**config.mk**
```make
export PLATFORM = sky130hd
export DESIGN_NAME = row_accumulator
export DESIGN_NICKNAME = d
export VERILOG_FILES = /design/src/rtl/spmv_pkg.sv /design/src/rtl/row_acc_add.sv /design/src/rtl/row_accumulator.sv
export SDC_FILE = /design/constraint.sdc
export NUM_CORES = 1
export LEC_CHECK = 0
export ABC_AREA = 1
export BUFFER_PORTS_ARGS = -buffer_cell sky130_fd_sc_hd__buf_2
export CAP_MARGIN = 20
export CORE_UTILIZATION = 45
export DETAILED_ROUTE_END_ITERATION = 10
export GPL_TIMING_DRIVEN = 0
export HOLD_SLACK_MARGIN = 0.15
export PLACE_DENSITY = 0.66
export SLEW_MARGIN = 20
export SYNTH_ARGS = -nofsm -noshare
export SYNTH_HDL_FRONTEND = slang
export SYNTH_SLANG_ARGS = --single-unit
```
**constraint.sdc**
```tcl
create_clock -name clk -period 2.11 [get_ports clk]
set_input_delay 0.3165 -clock clk [delete_from_list [all_inputs] [get_ports clk]]
set_output_delay 0.3165 -clock clk [all_outputs]
set_load 0.02 [all_outputs]
```
**src/rtl/spmv_pkg.sv**
```systemverilog
// Shared types and default widths for the SpMV row accumulator.
package spmv_pkg;

  typedef enum logic [1:0] {
    IDLE  = 2'd0,
    ACCUM = 2'd1,
    EMIT  = 2'd2
  } row_acc_state_e;

  localparam int unsigned LEN_W  = 16;
  localparam int unsigned PROD_W = 32;
  localparam int unsigned ACC_W  = 48;
  localparam int unsigned ROW_W  = 16;

endpackage

```
**src/rtl/row_acc_add.sv**
```systemverilog
// Combinational sign-extend and add for the row accumulator.
// ROW_ACC_SAT_EN: when defined, the add saturates to the signed ACC_W range
// and flags ovf; otherwise it wraps and ovf stays 0.
module row_acc_add #(
  parameter int unsigned PROD_W = 32,
  parameter int unsigned ACC_W  = 48
) (
  input  logic [ACC_W-1:0]  acc,
  input  logic [PROD_W-1:0] prod,
  output logic [ACC_W-1:0]  sum,
  output logic              ovf
);

  logic [ACC_W-1:0] prod_ext;

  assign prod_ext = ACC_W'($signed(prod));

`ifdef ROW_ACC_SAT_EN
  logic [ACC_W:0] wide;

  assign wide = {acc[ACC_W-1], acc} + {prod_ext[ACC_W-1], prod_ext};

  // Clamp to the signed extreme when the two top bits of the wide sum disagree.
  always_comb begin
    sum = wide[ACC_W-1:0];
    ovf = 1'b0;
    if (wide[ACC_W] != wide[ACC_W-1]) begin
      ovf = 1'b1;
      sum = wide[ACC_W] ? {1'b1, {(ACC_W-1){1'b0}}} : {1'b0, {(ACC_W-1){1'b1}}};
    end
  end
`else
  assign sum = acc + prod_ext;
  assign ovf = 1'b0;
`endif

endmodule

```
**src/rtl/row_accumulator.sv**
```systemverilog
// Row accumulator: pops a row nnz count from the row FIFO, sums that many
// signed products and emits the row sum with its row index.
// Optional saturation is enabled with the ROW_ACC_SAT_EN macro (see row_acc_add).
module row_accumulator #(
  parameter int unsigned FIFO_W = 32,
  parameter int unsigned LEN_W  = spmv_pkg::LEN_W,
  parameter int unsigned PROD_W = spmv_pkg::PROD_W,
  parameter int unsigned ACC_W  = spmv_pkg::ACC_W,
  parameter int unsigned ROW_W  = spmv_pkg::ROW_W
) (
  input  logic              clk,
  input  logic              reset,
  input  logic              fifo_empty,
  input  logic [FIFO_W-1:0] fifo_data,
  output logic              fifo_rd_en,
  input  logic              prod_valid,
  input  logic [PROD_W-1:0] prod_data,
  output logic              prod_ready,
  output logic              y_valid,
  input  logic              y_ready,
  output logic [ACC_W-1:0]  y_data,
  output logic [ROW_W-1:0]  y_row,
  output logic              y_ovf
);

  import spmv_pkg::*;

  row_acc_state_e   state;
  logic [LEN_W-1:0] rem;
  logic [ACC_W-1:0] acc;
  logic             ovf;
  logic [ROW_W-1:0] row;
  logic [ACC_W-1:0] add_sum;
  logic             add_ovf;
  logic [LEN_W-1:0] len;
  logic             unused_fifo_bits;

  assign len              = fifo_data[LEN_W-1:0];
  assign unused_fifo_bits = ^fifo_data[FIFO_W-1:LEN_W];

  // Pop only while idle and the FIFO has an entry; held low during reset.
  assign fifo_rd_en = !reset && (state == IDLE) && !fifo_empty;

  row_acc_add #(
    .PROD_W(PROD_W),
    .ACC_W (ACC_W)
  ) u_add (
    .acc (acc),
    .prod(prod_data),
    .sum (add_sum),
    .ovf (add_ovf)
  );

  // Row FSM; prod_ready and y_valid are registered alongside the state.
  always_ff @(posedge clk) begin
    if (reset) begin
      state      <= IDLE;
      rem        <= '0;
      acc        <= '0;
      ovf        <= 1'b0;
      row        <= '0;
      prod_ready <= 1'b0;
      y_valid    <= 1'b0;
    end else begin
      case (state)
        IDLE: begin
          if (fifo_rd_en) begin
            acc <= '0;
            ovf <= 1'b0;
            if (len == '0) begin
              state   <= EMIT;
              y_valid <= 1'b1;
            end else begin
              rem        <= len;
              state      <= ACCUM;
              prod_ready <= 1'b1;
            end
          end
        end
        ACCUM: begin
          if (prod_valid && prod_ready) begin
            acc <= add_sum;
            ovf <= ovf | add_ovf;
            rem <= rem - 1'b1;
            if (rem == LEN_W'(1)) begin
              state      <= EMIT;
              prod_ready <= 1'b0;
              y_valid    <= 1'b1;
            end
          end
        end
        EMIT: begin
          if (y_ready) begin
            row     <= row + 1'b1;
            y_valid <= 1'b0;
            state   <= IDLE;
          end
        end
        default: begin
          state      <= IDLE;
          prod_ready <= 1'b0;
          y_valid    <= 1'b0;
        end
      endcase
    end
  end

  assign y_data = acc;
  assign y_row  = row;
  assign y_ovf  = ovf;

endmodule

```
Word level (Yosys, flattened, before mapping)
Index checks and enable logic that the tools add are counted.
W data, S select, Z words.
{"block": "word_totals", "reg_bits": 84, "in_bits": 69, "output_inout_bits": 68, "wordCells": 57}
{"block": "op_classes", "n_eq_ne": 9, "n_mux": 24, "add_sub_neg": 3, "reduce_logical": 14, "n_bitwise": 1}
{"op": "$mux W48", "n": 2}
{"op": "$pmux W48 S2", "n": 1}
{"op": "$add A48 B48 Y48", "n": 1}
{"op": "$mux W16", "n": 3}
{"op": "$pmux W16 S2", "n": 1}
{"op": "$add A16 B1 Y16 const B", "n": 1}
{"op": "$eq A16 B1 Y1 const B", "n": 1}
{"op": "$logic_not A16 Y1", "n": 1}
{"op": "$sub A16 B1 Y16 const B", "n": 1}
{"op": "$mux W2", "n": 5}
{"op": "$ne A2 B2 Y1 const B", "n": 5}
{"op": "$reduce_and A5 Y1", "n": 2}
{"op": "$mux W1", "n": 9}
{"op": "$reduce_and A4 Y1", "n": 2}
{"op": "$pmux W1 S3", "n": 2}
{"op": "$pmux W2 S3", "n": 1}
{"op": "$logic_and A1 B1 Y1", "n": 3}
{"op": "$reduce_and A3 Y1", "n": 1}
{"op": "$eq A2 B1 Y1 const B", "n": 1}
{"op": "$eq A2 B2 Y1 const B", "n": 1}
{"op": "$logic_not A1 Y1", "n": 2}
{"op": "$logic_not A2 Y1", "n": 1}
{"op": "$ne A2 B1 Y1 const B", "n": 1}
{"op": "$reduce_and A2 Y1", "n": 1}
{"op": "2 further kinds", "n": 2}

Logic depth before layout (Yosys ltp)
Gate-level depths: netlist (run 1).
{"block": "logic_depth", "word_depth": 5, "mapped_depth": 14, "mapped_depth_nobuf": 14}

Cells and area by module
Synthesis (run 1) repeated with hierarchy kept, for this count alone.
{"block": "unflattened", "hier_cells": 1489, "hier_area_um2": 8379.3}
{"module": "row_acc_add", "seq_area_each_um2": 0.0, "area_per_inst_um2": 4346.7, "instances": 1, "cells_per_inst": 897}
{"module": "row_accumulator", "seq_area_each_um2": 1701.6, "area_per_inst_um2": 4032.6, "instances": 1, "cells_per_inst": 592}

Worst setup path after synthesis (run 1)
Ideal clock, no wire load.
{"block": "synth_path", "path_type": "reg-to-reg", "startpoint": "reg acc[0] (netlist: y_data[0])", "endpoint": "reg acc[40] (netlist: y_data[40])", "stages_incl_launch_ff": 14, "n_path_buf": 0, "period_less_slack_ns": 1.956, "arrival_time_ns": 1.886, "path_slack_ns": 0.154, "setup_ns": 0.070, "required_ns": 2.040, "path_cell_list": "dfxtp_1 ha_1 fa_1 nand3_1 nand3_1 nand2_1 nand2_1 nand2_1 nand3_1 nand2_1 nand2_1 nand2_1 nand3_1 a21oi_1"}
{"block": "synth_between", "elab_chain_cells": 3}
{"item": "start, declared", "line": "row_accumulator.sv:30", "text": "logic [ACC_W-1:0] acc;"}
{"item": "start signal, assigned", "line": "row_accumulator.sv:82", "text": "acc <= add_sum;"}
{"item": "$add A48 B48 Y48", "line": "row_acc_add.sv:33", "text": "assign sum = acc + prod_ext;"}
{"item": "$mux W48", "line": "row_accumulator.sv:81", "text": "if (prod_valid && prod_ready) begin"}
{"item": "$pmux W48 S2", "line": "row_accumulator.sv:65", "text": "case (state)"}
No other way between the ends. The select of a mux whose other input is x is not followed.
A chain may end at the register's enable or synchronous reset.

Final worst setup path (run 1)
{"block": "layout_path", "startpoint": "reg acc[0] (netlist: y_data[0])", "endpoint": "reg acc[44] (netlist: y_data[44])"}
The elaborated chain is that of the path after synthesis.

==> flow_metrics.py, run 1 <==
metrics = {
    "timing": {
        "worstMarginPinSlew_ns": 0.966,
        "finClkSkew_ns": 0.0103,
        "slew-limit-headroom_pct": 35.6,
        "hold_viol": 0,
        "fin_hold_ws_ns": 0.245,
        "setup_viol": 0,
        "min_period_ns": 2.06,
        "timing.fmax_mhz": 485,
        "rsz0062_at_grt": "true",
        "min_period_over_period_pct": 97.8,
        "finalSetupTns_ns": 0,
        "timing.final.max_slew_violations": 0,
    },
    "worst_setup_path": {
        "crit_arrival_ns": 2.36,
        "startpoint_type": "flop",
        "end_kind": "flop",
        "reg2reg_slack_ns": 0.05,
        "crit_fanout": 4,
        "r2r_cells": 12,
        "cp.required_ns": 2.40,
        "path_class": "reg2reg",
    },
    "floorplan": {
        "top_level_ports": 137,
        "start_util_pct": 46.5,
        "die_w_um": 133,
        "rows": 47,
        "die_area_mm2": 0.0178,
        "die_h_um": 133,
        "fp.coreArea_mm2": 0.0167,
    },
    "logic_synthesis": {
        "synth_area_mm2": 0.00777,
        "syn-num-nets": 1527,
        "yosysUniqueCellTypes": 43,
        "avgSynthCellArea_um2": 5.52,
        "ys_seq_area_share_pct": 21.6,
        "synth-seq-cells": 84,
        "ys_warn_count": 0,
        "postSynthCellCount": 1407,
    },
    "power_and_ir_drop": {
        "combPwrFrac_pct": 24.5,
        "powerDensity_mw_per_mm2": 475,
        "p_sw_share_pct": 34.1,
        "leakagePower_uw": 0.00496,
        "p_seq_share_pct": 37.7,
        "p_switching_uw": 1540,
        "p_int_uw": 2980,
        "ir_drop_mv": 0.373,
        "clkPwrFrac_pct": 37.8,
    },
    "global_route": {
        "grt_max_degree": 18,
        "overflow": 0,
        "antenna_found_initial": 1,
        "grt_pass1_vias": 7976,
        "grt_pass1_wl_mm": 38.2,
        "grt_usage_pct": 27.1,
    },
    "layout": {
        "fin_area_mm2": 0.00951,
        "fin_cells": 1765,
        "fin_util_pct": 56.9,
        "antenna_cells": 0,
        "syn_to_final_growth_pct": 22.3,
        "drive_gt1_share_pct": 18.2,
        "layout.nets": 1660,
    },
    "clocking": {
        "htreeDepth": 3,
        "cts.sinks": 84,
        "clk_latency_ns": 0.36,
        "postCtsHoldBufs": 0,
        "clkTransAtPathRegs_ns": 0.07,
        "clk_path_buf_depth": 2,
        "root_buffer": "clkbuf_16",
        "numCtsBuffers": 9,
        "tritoncts": "done",
    },
    "detailed_routing": {
        "ant_nets": 0,
        "drt-initial-drc-count": 434,
        "drt_first_pass_iters": 5,
        "route.vias.total": 8645,
        "wire_per_inst_um": 13.6,
        "drc": 0,
        "finalWirelength_mm": 23.9,
        "viasPerCell": 4.90,
    },
    "run": {
        "max-cap-violations": 0,
    },
    "worst_hold_path": {
        "hp-class": "in2reg",
        "min_path_cells": 3,
    },
    "placed_design": {
        "dp_cells": 1745,
        "place_area_mm2": 0.00864,
        "dp_hpwl_mm": 19.2,
        "io_buffers": 118,
        "gp_congestion": 0.953,
    },
    "outcome": {
        "status": "finished clean",
    },
}
==> power by group through the flow <==
| stage | clock, µW | sequential, µW | combinational, µW |
|---|---|---|---|
| 3_5_place_dp | 0 | 1730 | 1010 |
| 4_1_cts | 1730 | 1700 | 1020 |
| 6_report | 1710 | 1700 | 1110 |
| 2_1_floorplan | 0 | 1750 | 697 |
| 3_3_place_gp | 0 | 1730 | 1000 |
| 5_1_grt | 1780 | 1710 | 1250 |
==> Yosys cell counts <==
| master | instances | area, µm² |
|---|---|---|
| a211oi_1 | 3 | 22.5 |
| a211oi_2 | 1 | 12.5 |
| a21boi_0 | 1 | 7.51 |
| a21o_1 | 3 | 22.5 |
| a21oi_1 | 123 | 616 |
| a21oi_2 | 3 | 26.3 |
| a221oi_1 | 1 | 8.76 |
| a221oi_2 | 1 | 15.0 |
| a31oi_1 | 1 | 6.26 |
| and2_1 | 1 | 6.26 |
| buf_1 | 1 | 3.75 |
| buf_2 | 5 | 25.0 |
| buf_4 | 2 | 15.0 |
| buf_6 | 1 | 11.3 |
| clkbuf_1 | 15 | 56.3 |
| conb_1 | 1 | 3.75 |
| dfxtp_1 | 84 | 1680 |
| fa_1 | 1 | 20.0 |
| ha_1 | 50 | 626 |
| inv_1 | 264 | 991 |
| inv_2 | 6 | 22.5 |
| inv_4 | 1 | 6.26 |
| nand2_1 | 502 | 1880 |
| nand2_4 | 2 | 22.5 |
| nand3_1 | 75 | 375 |
| nand3_2 | 1 | 10.0 |
| nand3b_1 | 5 | 37.5 |
| nand4_1 | 23 | 144 |
| nor2_1 | 128 | 480 |
| nor2_2 | 6 | 37.5 |
| nor2_4 | 2 | 22.5 |
| nor2_8 | 1 | 20.0 |
| nor3_1 | 14 | 70.1 |
| nor3_2 | 3 | 30.0 |
| nor3_4 | 1 | 16.3 |
| nor4_1 | 4 | 25.0 |
| o211ai_1 | 1 | 7.51 |
| o21ai_0 | 51 | 255 |
| o21ai_1 | 9 | 45.0 |
| o21bai_1 | 3 | 22.5 |
| o31ai_1 | 1 | 7.51 |
| xnor2_1 | 2 | 17.5 |
| xor2_1 | 4 | 35.0 |
==> state kept, by name, indices dropped and copies added, names as in the netlist <==
signal	cells
y_data	48
rem	16
y_row	16
state	2
prod_ready	1
y_valid	1
==> cell usage in the layout (no fill, tap or decap), types with 18 or more instances in the layout <==
cell     instances
nand2_1        476
inv_1          264
buf_2          122
a21oi_1        118
nor2_1          97
dfxtp_1         83
nand3_1         62
o21ai_0         51
nor2_2          31
nand2_2         26
nand4_1         23
ha_1            23
ha_4            18
==> layer usage <==
metal	part of all wire (%)	wire length [µm]	global-route usage (%)	vias to the layer above
met4	2.7	650	10.7	2
met1	46	11100	35.0	3754
met3	5.7	1360	4.79	37
li1	-	-	-	4650
met2	45	10800	44.8	202
met5	0.046	11	0	-
==> cells by family after synthesis <==
group                      synth area share [%]
AOI/OAI and AO/OA                          13.8
xor gates and xnor gates                  0.676
adders and majority gates                  8.31
buffers and inverters                      14.6
DFF                                        21.6
other                                    0.0483
and+or+nand+nor                            40.9
==> through the flow <==
stage	setup WS, ns	power, µW
after floorplan	0.154	2450
after global placement	-0.444	2730
after detailed placement	-0.453	2750
after CTS	-0.0448	4440
after global routing	-0.0330	4740
final	0.0466	4520
==> critical path, cell delays in order, from the launching register on <==
cell and delay, ns:
dfxtp_2 0.33, ha_2 0.19, fa_2 0.39, nand3_1 0.10
nand3_2 0.11, buf_4 0.16, nand3_1 0.07, nand3_2 0.12
nand2_2 0.10, nand3_1 0.08, nand2_1 0.06, nand3_1 0.13
a21oi_1 0.17
==> final timing paths <==
check / from / end
hold / removal: fifo_data[3] / rem[3]
setup reg to reg: y_data[0] / y_data[44]
setup / recovery: y_data[0] / y_data[44]
hold reg to reg: y_valid / y_valid
==> final cells by class <==
| cell class | instances | area [µm²] |
|---|---|---|
| buffer | 24 | 114 |
| tap | 220 | 275 |
| timing repair buffer | 122 | 623 |
| fill | 1774 | 7190 |
| clock buffer | 11 | 243 |
| clock inverter | 5 | 60.1 |
| sequential | 84 | 1680 |
| inverter | 271 | 1020 |
| multi-input combinational | 1028 | 5490 |
==> timing repair <==
| action | 4_1_cts | 5_1_grt |
|---|---|---|
| endpoints found under the setup margin | 16 | 28 |
| setup buffers | 0 | 4 |
| resized for setup | 18 | 103 |
| pin swaps | 2 | 5 |
| hold endpoints to repair | 0 | 0 |
(Power assumes the default switching activity.)
==> inputs of run 2 (changes only) <==
--- a/config.mk
+++ b/config.mk
@@ -13,6 +13,7 @@
 export GPL_TIMING_DRIVEN = 0
 export HOLD_SLACK_MARGIN = 0.15
 export PLACE_DENSITY = 0.66
+export SETUP_SLACK_MARGIN = 0.15
 export SLEW_MARGIN = 20
 export SYNTH_ARGS = -nofsm -noshare
 export SYNTH_HDL_FRONTEND = slang
==> run 2 against run 1 <==
Sequential cell count unchanged; wire length increased by 2.1%; first-iteration DRC count increased by 12%; non-clock buffer count increased by 6; clock skew increased by 0.0014 ns; final cell count increased by 0.34%; largest cell class unchanged.
==> flow_metrics.py, run 2 (synthesized netlist as in run 1, its figures left out) <==
metrics = {
    "outcome": {
        "status": "finished clean",
    },
    "global_route": {
        "grt_busiest_layer": "met2",
        "met1_usage_pct": 35.3,
        "grt_max_degree": 18,
        "grt_pass1_wl_mm": 38.8,
        "overflow": 0,
        "grt_usage_pct": 27.5,
        "met3_usage_pct": 5.06,
        "grtUsageMet2_pct": 45.0,
        "antenna_found_initial": 1,
        "grt_pass1_vias": 8142,
    },
    "detailed_routing": {
        "route.vias.total": 8791,
        "viasPerCell": 4.96,
        "drc": 0,
        "ant_nets": 0,
        "finalWirelength_mm": 24.5,
        "drt-initial-drc-count": 486,
        "wire_per_inst_um": 13.8,
        "drt_first_pass_iters": 5,
    },
    "floorplan": {
        "die_h_um": 133,
        "fp.coreArea_mm2": 0.0167,
        "die_area_mm2": 0.0178,
        "rows": 47,
        "start_util_pct": 46.5,
        "die_w_um": 133,
        "top_level_ports": 137,
    },
    "placed_design": {
        "dp_cells": 1745,
        "dp_hpwl_mm": 19.2,
        "gp_congestion": 0.953,
        "io_buffers": 118,
    },
    "worst_setup_path": {
        "critical_path_buf_inv_count": 1,
        "crit_arrival_ns": 2.20,
        "crit_fanout": 5,
        "crit_slowest_cell": "dfxtp_1",
        "critPathTopFamily": "simple AND/OR/NAND/NOR gates",
        "path_class": "reg2reg",
        "cpMostUsedCell": "nand2_1",
        "startpoint_type": "flop",
        "path_cells": "ha_4 -> nand2_1 -> nor2_2 -> inv_2 -> nor2_1 -> nand3_2 -> nand2_1 -> nand2_1 -> nand3_1 -> a21oi_1",
        "cp.required_ns": 2.35,
        "end_kind": "flop",
        "slowest_delay_ns": 0.35,
        "reg2reg_slack_ns": 0.15,
    },
    "run": {
        "max-cap-violations": 0,
    },
    "power_and_ir_drop": {
        "leakagePower_uw": 0.00510,
        "ir_drop_mv": 0.380,
        "powerDensity_mw_per_mm2": 457,
    },
    "layout": {
        "final_common_cell": "nand2_1",
        "antenna_cells": 0,
        "largest_register_ffs": 48,
        "final_cell_mix": "457 x nand2_1, 260 x inv_1, 122 x buf_2",
        "fin_util_pct": 60.8,
        "syn_to_final_growth_pct": 30.6,
        "layout.nets": 1666,
        "drive_gt1_share_pct": 24.1,
        "fin_cells": 1771,
    },
    "clocking": {
        "numCtsBuffers": 9,
        "clk_path_buf_depth": 2,
        "clkTransAtPathRegs_ns": 0.07,
        "root_buffer": "clkbuf_16",
        "clk_latency_ns": 0.37,
        "tritoncts": "done",
        "htreeDepth": 3,
        "cts.sinks": 84,
    },
    "timing": {
        "finClkSkew_ns": 0.0118,
        "fin_hold_ws_ns": 0.243,
        "rsz0062_at_grt": "true",
        "timing.final.max_slew_violations": 0,
        "slew-limit-headroom_pct": 34.4,
        "hold_viol": 0,
        "timing.fmax_mhz": 511,
        "setup_viol": 0,
        "worstMarginPinSlew_ns": 0.984,
        "min_period_over_period_pct": 92.8,
        "min_period_ns": 1.96,
    },
    "worst_hold_path": {
        "hp-class": "in2reg",
    },
}
[run 2: cell count changes in the layout (fill, tap and decap cells not counted), moves of 7 or more]
cell,before,now
a21oi_1,118,111
a21oi_2,8,15
dfxtp_1,83,67
dfxtp_2,1,17
ha_1,23,4
ha_2,9,1
ha_4,18,45
nand2_1,476,457
nand2_2,26,36
nand2_4,2,11
nor2_1,97,83
nor2_4,8,16
[run 2: what timing repair did]
item	in CTS	in global routing
pin swaps	9	27
buffers inserted	4	6
gates resized for setup	71	175
endpoints found under the setup margin	33	59
hold buffers	0	0
[run 2: metrics by stage]
| step | cell area (µm²) | setup TNS [ns] | setup slack, ns | power, µW |
|---|---|---|---|---|
| 6_report | 10100 | 0 | 0.151 | 4640 |
| 3_3_place_gp | 8640 | -4.90 | -0.444 | 2730 |
| 4_1_cts | 9290 | 0 | 0.0634 | 4480 |
| 2_1_floorplan | 7770 | 0 | 0.154 | 2450 |
| 3_5_place_dp | 8640 | -5.23 | -0.453 | 2750 |
| 5_1_grt | 10100 | 0 | 0.0840 | 4860 |
[run 2: area by class of cell]
| type | count | area (µm²) |
|---|---|---|
| Fill cell | 1669 | 6550 |
| Multi-Input combinational cell | 1028 | 6060 |
| Sequential cell | 84 | 1700 |
| Inverter | 271 | 1020 |
| Timing Repair Buffer | 128 | 672 |
| Tap cell | 220 | 275 |
| Clock buffer | 11 | 243 |
| Buffer | 24 | 115 |
| Clock inverter | 5 | 60.1 |
[run 2: worst reg2reg max path: cells and delay by family (launching register included)]
family          cells  cell delay (ns)
buf+inv             1             0.08
fa+ha+maj           1             0.31
simple gates        7             1.04
compound gates      1             0.07
flops               1             0.35
[run 2: final timing paths]
path                end          from  cells after the start
max          y_data[32]    y_data[27]                     10
min              rem[3]  fifo_data[3]                      3
max reg2reg  y_data[32]    y_data[27]                     10
min reg2reg     y_valid       y_valid                      2
[run 2: metal layers]
layer | part of all wire (%) | wire length [µm]
met1 | 46 | 11200
met5 | 0.045 | 11
met3 | 6.1 | 1500
met4 | 3.0 | 724
met2 | 45 | 11000
[run 2: where the power goes]
part | switching (µW) | internal, µW
logic | 777 | 438
registers | 60.9 | 1650
clock network | 756 | 956
==> inputs of run 3 (changes only) <==
--- a/config.mk
+++ b/config.mk
@@ -8,6 +8,7 @@
 export ABC_AREA = 1
 export BUFFER_PORTS_ARGS = -buffer_cell sky130_fd_sc_hd__buf_2
 export CAP_MARGIN = 20
+export CORE_ASPECT_RATIO = 2
 export CORE_UTILIZATION = 45
 export DETAILED_ROUTE_END_ITERATION = 10
 export GPL_TIMING_DRIVEN = 0
==> run 3 against run 2 <==
Final cell count fell by 0.23%; critical path type unchanged; sequential power barely moved; sequential cell count did not move; first-iteration DRC count fell by 24%; critical path depth rose by 2; maximum frequency rose by 0.28%; largest cell class unchanged; register-to-register slack barely moved; utilization rose by 1.5 points; clock-buffer cell count fell by 1; final area rose by 3.4%; wire length rose by 14%; die area rose by 0.18%.
==> flow_metrics.py, run 3 (synthesized netlist as in run 1, its figures left out) <==
metrics = {
    "detailed_routing": {
        "drc": 0,
        "wire_per_inst_um": 15.8,
        "finalWirelength_mm": 27.9,
        "drt-initial-drc-count": 367,
        "viasPerCell": 5.25,
        "ant_nets": 0,
        "route.vias.total": 9281,
        "drt_first_pass_iters": 5,
    },
    "worst_setup_path": {
        "slowest_delay_ns": 0.34,
        "crit_fanout": 5,
        "cpMostUsedCell": "nand2_1",
        "cp.required_ns": 2.32,
        "path_cells": "ha_4 -> nand2_1 -> nor2_2 -> inv_2 -> nor2_2 -> nand2_1 -> nor2_4 -> nand2_4 -> nand3_1 -> nand2_1 -> nand3_1 -> a21oi_1",
        "crit_path_start": "y_data[25]",
        "path_class": "reg2reg",
        "critPathTopFamily": "simple AND/OR/NAND/NOR gates",
        "startpoint_type": "flop",
        "timing.rr.start": "y_data[25]",
        "crit_slowest_cell": "dfxtp_2",
        "end_kind": "flop",
        "critical_path_buf_inv_count": 1,
        "crit_arrival_ns": 2.17,
        "reg2reg_slack_ns": 0.16,
    },
    "global_route": {
        "met3_usage_pct": 4.26,
        "grt_pass1_wl_mm": 42.9,
        "grt_pass1_vias": 9173,
        "overflow": 0,
        "grt_busiest_layer": "met2",
        "grtUsageMet2_pct": 59.9,
        "met1_usage_pct": 28.4,
        "grt_max_degree": 18,
        "grt_usage_pct": 31.6,
        "antenna_found_initial": 0,
    },
    "timing": {
        "fin_hold_ws_ns": 0.241,
        "min_period_ns": 1.95,
        "worstMarginPinSlew_ns": 0.936,
        "rsz0062_at_grt": "true",
        "finClkSkew_ns": 0.00962,
        "timing.final.max_slew_violations": 0,
        "finalSetupTns_ns": 0,
        "slew-limit-headroom_pct": 37.6,
        "hold_viol": 0,
        "min_period_over_period_pct": 92.6,
        "timing.fmax_mhz": 512,
        "setup_viol": 0,
    },
    "floorplan": {
        "die_area_mm2": 0.0178,
        "top_level_ports": 137,
        "rows": 67,
        "fp.coreArea_mm2": 0.0168,
        "die_h_um": 188,
        "start_util_pct": 46.1,
        "die_w_um": 94.9,
    },
    "power_and_ir_drop": {
        "powerDensity_mw_per_mm2": 445,
        "leakagePower_uw": 0.00530,
        "ir_drop_mv": 0.506,
    },
    "layout": {
        "layout.nets": 1676,
        "largest_register_ffs": 48,
        "final_cell_mix": "429 x nand2_1, 252 x inv_1, 123 x buf_2",
        "multiInputGateArea_mm2": 0.00634,
        "ff_latch_area_mm2": 0.00171,
        "fin_util_pct": 62.3,
        "n_fill_cell": 1680,
        "drive_gt1_share_pct": 28.5,
        "syn_to_final_growth_pct": 35.0,
        "fin_area_mm2": 0.0105,
        "antenna_cells": 0,
        "final_common_cell": "nand2_1",
    },
    "clocking": {
        "clk_path_buf_depth": 2,
        "htreeDepth": 3,
        "clk_latency_ns": 0.36,
        "cts.sinks": 84,
        "tritoncts": "done",
        "clkTransAtPathRegs_ns": 0.07,
        "root_buffer": "clkbuf_16",
        "postCtsHoldBufs": 0,
        "numCtsBuffers": 9,
    },
    "run": {
        "max-cap-violations": 0,
    },
    "placed_design": {
        "gp_congestion": 0.996,
        "io_buffers": 118,
        "dp_hpwl_mm": 22.1,
        "place_area_mm2": 0.00862,
    },
    "worst_hold_path": {
        "hp-class": "in2reg",
        "min-delay-start": "fifo_data[3]",
    },
    "outcome": {
        "status": "finished clean",
    },
}
-- run 3: layer usage --
metal	wire length, µm	up-vias	part of all wire, %
met5	0	-	0
li1	-	4681	-
met4	2320	0	8.3
met2	15100	251	54
met3	783	110	2.8
met1	9730	4239	35
-- run 3: final timing paths --
kind,to,cells past startpoint
worst min-delay path,rem[3],3
worst max-delay path,y_data[44],12
worst min register to register,y_valid,2
worst max register to register,y_data[44],12
-- run 3: power breakdown --
part           switching [µW]  total [µW]  internal (µW)
Combinational             829        1280            451
Clock                     731        1680            951
Sequential               62.8        1710           1650
Total                    1620        4670           3050
-- run 3: worst register-to-register path: cells and delay by family, from the launching register on --
kind                     cells  cell delay, ns
AND/OR/NAND/NOR              9            0.98
flip-flops                   1            0.34
adder cells (fa/ha/maj)      1            0.30
buffers and inverters        1            0.09
AO/OA/AOI/OAI                1            0.08
-- run 3: layout make-up --
| cell class | instances | area share, % |
|---|---|---|
| Buffer | 24 | 1.10 |
| Timing Repair Buffer | 138 | 7.15 |
| Clock buffer | 10 | 2.28 |
| Tap cell | 207 | 2.47 |
| Multi-Input combinational cell | 1028 | 60.4 |
| Clock inverter | 5 | 0.572 |
| Sequential cell | 84 | 16.3 |
| Inverter | 271 | 9.72 |
-- run 3: what timing repair did --
action	4_1_cts	5_1_grt
endpoints found under the setup margin	36	58
gates cloned	0	0
pin swaps	27	42
gates resized for setup	152	174
hold endpoints to repair	0	0
setup buffers	9	11
-- run 3: metrics by stage --
| stage | std cells | total power [µW] | worst slack [ns] |
|---|---|---|---|
| after CTS | 1756 | 4570 | 0.113 |
| after detailed placement | 1732 | 2770 | -0.594 |
| after floorplan | 1407 | 2450 | 0.154 |
| after global placement | 1732 | 2760 | -0.556 |
| final | 1767 | 4670 | 0.157 |
| after global routing | 1767 | 4890 | 0.0676 |
